[config.mk]
export PLATFORM = sky130hd
export DESIGN_NAME = path_metric_acs
export DESIGN_NICKNAME = d
export VERILOG_FILES = /design/src/rtl/viterbi_pkg.sv /design/src/rtl/pm_argmin.sv /design/src/rtl/path_metric_acs.sv
export SDC_FILE = /design/constraint.sdc
export NUM_CORES = 1
export LEC_CHECK = 0
export ABC_AREA = 0
export CELL_PAD_IN_SITES_DETAIL_PLACEMENT = 1
export CELL_PAD_IN_SITES_GLOBAL_PLACEMENT = 2
export CORE_UTILIZATION = 37
export DETAILED_ROUTE_END_ITERATION = 6
export GPL_TIMING_DRIVEN = 0
export HOLD_SLACK_MARGIN = 0.02
export PLACE_DENSITY = 0.89
export SLEW_MARGIN = 40
export SYNTH_ARGS = -nofsm -noshare
export SYNTH_HDL_FRONTEND = slang
export SYNTH_HIERARCHICAL = 1
export SYNTH_SLANG_ARGS = --single-unit
[constraint.sdc]
create_clock -name clk -period 4.43 [get_ports clk]
set_clock_uncertainty 0.15 [all_clocks]
set_input_delay 0.886 -clock clk [delete_from_list [all_inputs] [get_ports clk]]
set_output_delay 0.886 -clock clk [all_outputs]
set_load 0.05 [all_outputs]
[src/rtl/viterbi_pkg.sv]
// Shared Viterbi decoder defaults and trellis helpers.
// Consumers: path_metric_acs, pm_argmin.
package viterbi_pkg;

    localparam int K_DEF     = 3;
    localparam int BM_W_DEF  = 2;
    localparam int PM_W_DEF  = 8;
    localparam int DEPTH_DEF = 64;

    // Predecessor of state j on branch b in a shift-register trellis
    function automatic int pred_idx(input int j, input int b, input int n);
        return ((2 * j) % n) | b;
    endfunction

endpackage

[src/rtl/pm_argmin.sv]
// Combinational N-input min-index comparator tree.
// Equal values resolve to the lower index.
module pm_argmin #(
    parameter int N = 4,
    parameter int W = 8
) (
    input  logic [N*W-1:0]       vals,
    output logic [$clog2(N)-1:0] idx
);

    localparam int IW = $clog2(N);

    logic [W-1:0]  v  [IW+1][N];
    logic [IW-1:0] ix [IW+1][N];

    always_comb begin
        for (int l = 0; l <= IW; l++) begin
            for (int k = 0; k < N; k++) begin
                v[l][k]  = '0;
                ix[l][k] = '0;
            end
        end
        for (int k = 0; k < N; k++) begin
            v[0][k]  = vals[k*W +: W];
            ix[0][k] = IW'(k);
        end
        // Right child only wins when strictly smaller
        for (int l = 1; l <= IW; l++) begin
            for (int k = 0; k < (N >> l); k++) begin
                if (v[l-1][2*k+1] < v[l-1][2*k]) begin
                    v[l][k]  = v[l-1][2*k+1];
                    ix[l][k] = ix[l-1][2*k+1];
                end else begin
                    v[l][k]  = v[l-1][2*k];
                    ix[l][k] = ix[l-1][2*k];
                end
            end
        end
    end

    assign idx = ix[IW][0];

endmodule

[src/rtl/path_metric_acs.sv]
// Viterbi add-compare-select array with survivor output and frame-end argmin.
// Define PM_RENORM_EN for MSB renormalisation instead of saturation.
module path_metric_acs
    import viterbi_pkg::*;
#(
    parameter int K     = K_DEF,
    parameter int BM_W  = BM_W_DEF,
    parameter int PM_W  = PM_W_DEF,
    parameter int DEPTH = DEPTH_DEF
) (
    input  logic                            clk,
    input  logic                            rst,
    input  logic                            flush,
    input  logic                            in_valid,
    input  logic [(1<<(K-1))*2*BM_W-1:0]    bm,
    output logic                            surv_valid,
    output logic [(1<<(K-1))-1:0]           surv,
    output logic [$clog2(DEPTH)-1:0]        mem_address,
    output logic                            frame_end,
    output logic                            best_valid,
    output logic [K-2:0]                    best_idx
);

    localparam int N   = 1 << (K - 1);
    localparam int AW  = $clog2(DEPTH);
    localparam int C_W = PM_W + 1;
    localparam logic [PM_W-1:0] PM_INIT = PM_W'(1 << (PM_W - 2));

    logic [N-1:0][PM_W-1:0] pm_q;
    logic [N-1:0][PM_W-1:0] pm_d;
    logic [N-1:0]           dec;
    logic [AW-1:0]          wr_ptr;
    logic [K-2:0]           arg_idx;

    // State 0 is the known start state
    function automatic logic [N-1:0][PM_W-1:0] pm_init();
        logic [N-1:0][PM_W-1:0] r;
        for (int j = 0; j < N; j++) begin
            r[j] = (j == 0) ? '0 : PM_INIT;
        end
        return r;
    endfunction

`ifdef PM_RENORM_EN
    logic [N-1:0] msb;
    logic         all_msb;
    assign all_msb = &msb;
`endif

    for (genvar j = 0; j < N; j++) begin : g_acs
        localparam int P0 = pred_idx(j, 0, N);
        localparam int P1 = pred_idx(j, 1, N);
        logic [C_W-1:0] c0;
        logic [C_W-1:0] c1;
        logic [C_W-1:0] win;

        assign c0 = {1'b0, pm_q[P0]} + C_W'(bm[(2*j)*BM_W +: BM_W]);
        assign c1 = {1'b0, pm_q[P1]} + C_W'(bm[(2*j+1)*BM_W +: BM_W]);
        assign dec[j] = c1 < c0;
        assign win = dec[j] ? c1 : c0;
`ifdef PM_RENORM_EN
        assign msb[j] = win[PM_W-1];
        assign pm_d[j] = all_msb ? {1'b0, win[PM_W-2:0]} : win[PM_W-1:0];
`else
        assign pm_d[j] = win[PM_W] ? '1 : win[PM_W-1:0];
`endif
    end

    pm_argmin #(
        .N (N),
        .W (PM_W)
    ) u_argmin (
        .vals (pm_q),
        .idx  (arg_idx)
    );

    always_ff @(posedge clk) begin
        if (rst) begin
            pm_q        <= pm_init();
            wr_ptr      <= '0;
            surv_valid  <= 1'b0;
            frame_end   <= 1'b0;
            best_valid  <= 1'b0;
            surv        <= '0;
            mem_address <= '0;
            best_idx    <= '0;
        end else if (flush) begin
            pm_q       <= pm_init();
            wr_ptr     <= '0;
            surv_valid <= 1'b0;
            frame_end  <= 1'b0;
            best_valid <= 1'b0;
        end else begin
            surv_valid <= in_valid;
            frame_end  <= in_valid && (wr_ptr == AW'(DEPTH - 1));
            best_valid <= frame_end;
            if (frame_end) begin
                best_idx <= arg_idx;
            end
            if (in_valid) begin
                pm_q        <= pm_d;
                surv        <= dec;
                mem_address <= wr_ptr;
                wr_ptr      <= wr_ptr + AW'(1);
            end
        end
    end

endmodule

==> run_results.csv <==
group,metric,value,unit
critical_path,critPathKind,"reg2reg",
clock_tree,clk_latency,310,ps
yosys,syn_avg_cell_area,8.19,um^2
clock_tree,clkSlewWorstSetupHoldPaths,80,ps
yosys,synth_seq_cells,53,
drt,routedWlPerCell,20.4,um
placed_design,dp_cells,865,
min_path,holdPathStages,2,
power,fin_total_pwr,2.02,mW
final_layout,fin_cells,873,
floorplan,chipHeight,122,um
critical_path,endpoint_kind,"flip-flop",
sta,slew_viol_final,0,
yosys,netlist_area,0.00533,mm^2
critical_path,timing.rr.end,"best_idx[0]",
floorplan,core,0.0140,mm^2
drt,vias,5094,
yosys,ys_warn_count,6,
drt,dr.first_iter.drc_count,244,
final_layout,register_area,0.00106,mm^2
yosys,ys_top_cells_by_count,"ha_1, dfxtp_1, o21ai_0",
critical_path,critPathRequiredTime,4530,ps
yosys,synth_top_flop_cell,"dfxtp_1",
power,power.density,332,mW/mm^2
yosys,synth.top_cell.area_share,19.9,%
placed_design,place_congestion,0.874,
sta,hold_violations,0,
yosys,yosys.area.top_type,"dfxtp_1",
critical_path,r2r_slack,230,ps
yosys,postSynth.asyncResetShare,0,%
grt,track_usage,25.4,%
sta,min_period_over_period,94.7,%
job,maxCapViolCount,0,
floorplan,die_area,0.0149,mm^2
power,irDropWorstVdd,228,uV
yosys,ys_seq_area_share,19.9,%
yosys,synth_most_common_cell,"ha_1",
critical_path,cp_slowest_stage_delay,600,ps
critical_path,cp-startpoint,"pm_q[6]",
clock_tree,cts_root_buf,"clkbuf_16",
yosys,synth_nets,749,
final_layout,area_delta_synth_final,14.2,%
sta,setup_viol,0,
floorplan,start_util,38.1,%
sta,fmax,0.238,GHz
sta,finalSetupTns,0,ps
critical_path,critPathLaunchType,"flip-flop",
drt,wl,17800,um
floorplan,die_width,122,um
sta,fin_crit,4200,ps
grt,grt_pass1_vias,5595,
yosys,synth_edf_count,0,
drt,post-route-drc-count,0,
sta,grt_setup_unrepaired,"false",
min_path,min_path_type,"reg2reg",
clock_tree,holdBufCountCts,0,
critical_path,timing.critical_path.fanout_max,8,
yosys,ys_types,75,
sta,relSlewSlack,51.1,%
floorplan,io_pins,35,
clock_tree,cts_buffer_depth,2,
power,leakagePower,2.41,nW
drt,drt-vias-per-instance,5.84,
critical_path,crit-reg2reg-launch,"pm_q[6]",
clock_tree,cts.sinks,53,
yosys,synthCells,651,
grt,grt_antenna_before_repair,0,
min_path,hp-start,"mem_address[2]",
critical_path,cp_slowest_cell,"dfxtp_1",
clock_tree,htreeDepth,2,
placed_design,numPortBuffers,34,
sta,worst_pin_slew,731,ps
final_layout,multi_input_area,0.00395,mm^2
final_layout,diodes,0,
final_layout,drive_gt1_share,8.66,%
clock_tree,cts_tree,"built",
critical_path,path_cells,"inv_1 -> ha_1 -> and4_1 -> o21ai_0 -> o21ai_2 -> mux2i_1 -> ha_1 -> a211oi_1 -> nor2_1 -> o21a_1 -> o21ai_0 -> a31o_2 -> mux2i_2 -> mux2i_1 -> nor2_1",
placed_design,dp_hpwl,14200,um
grt,grt_pass1_wl,29200,um
final_layout,fillers,1692,
min_path,hold_end,"mem_address[2]",
final_layout,finalNetCount,790,
floorplan,num_rows,43,
drt,drt-pass1-iter-count,4,
grt,grt-ovfl-total,0,
clock_tree,cts_buffers,5,
grt,grt_start_max_net_pins,17,
critical_path,r2r_cells,15,
yosys,ys_top_cells_by_area,"dfxtp_1, ha_1, xnor2_1",
run_status,status,"complete, no violations",
drt,antenna_left,0,
critical_path,worst_ep_arrival_time,4290,ps
per-layer routing:
metal | vias up | share of wire (%) | track usage (%)
met5 | - | 0 | 0
met3 | 15 | 4.2 | 3.84
li1 | 2434 | - | -
met1 | 2526 | 48 | 33.4
met2 | 119 | 47 | 43.6
met4 | 0 | 1.1 | 5.48
critical path: cells and delay by family, from the launching register on:
family,cells,cell delay [ps]
fa+ha+maj,2,610
simple gates,3,420
flops,1,600
buf+inv,1,90
mux,3,790
compound gates,6,1460
layout make-up:
type | count | area share (%)
plain buffers | 36 | 2.90
clock buffers | 5 | 2.05
clock inverters | 3 | 1.07
inverters | 38 | 2.34
multi-input cells | 524 | 64.9
flip-flops and latches | 53 | 17.4
well taps | 180 | 3.70
repair buffers | 34 | 5.59
cell families after synthesis:
group                      after synthesis  share of synthesized area (%)
DFF                                     53                           19.9
and+or+nand+nor                        208                           21.1
AOI/OAI and AO/OA                      165                           21.1
muxes                                   21                           3.99
buffers and inverters                   74                           5.99
adders and majority gates               78                           19.4
xor gates and xnor gates                52                           8.54
what timing repair did:
item | 4_1_cts | 5_1_grt
endpoints found under the setup margin | 0 | 1
gates resized for setup | 0 | 1
hold endpoints to repair | 0 | 0
buffers inserted | 0 | 0
power breakdown:
part	total, mW	switching [mW]	internal [mW]
logic	0.935	0.564	0.371
registers	0.558	0.0528	0.505
clock network	0.527	0.204	0.324
how the worst max path moves through the flow:
stage | slack (ps) | endpoint | depth (start not counted)
CTS | 260 | best_idx[0] | 15
floorplan | 860 | pm_q[23] | 12
finish | 230 | best_idx[0] | 15
global placement | 10 | pm_q[28] | 11
global route | 20 | best_idx[0] | 15
detailed placement | -20 | pm_q[22] | 13
sequential cells by signal, indices dropped and copies added, names as in the netlist:
register	flops
surv	4
surv_valid	1
wr_ptr	6
best_valid	1
pm_q	32
best_idx	2
mem_address	6
frame_end	1
metrics by stage:
step	cell area [um^2]	hold slack (ps)	utilization [%]	worst slack (ps)
after global routing	6090	334	43.5	19.2
after floorplan	5330	283	-	865
after detailed placement	5900	304	42.1	-17.3
after global placement	5900	296	42.1	13.1
final	6090	312	43.5	233
after CTS	6090	318	43.5	257
cells in the final DEF (no fill, tap or decap), types with 5 or more instances in the layout:
cell,n
a21oi_1,29
mux2i_1,18
nand2b_1,11
fa_1,8
ha_1,70
inv_1,36
a21o_1,7
o21ai_0,51
nor3_1,20
o21a_1,6
nor4b_1,7
nor2b_1,5
xor2_1,22
o21ai_1,7
nor2_1,43
buf_2,15
and3_1,9
clkbuf_1,14
clkbuf_16,5
a211oi_1,22
nand3_1,17
o211ai_1,5
nand2_1,48
nand4_1,10
xnor2_1,30
clkdlybuf4s50_1,34
dfxtp_1,53
Note: power is estimated with default switching activity, not from simulation.
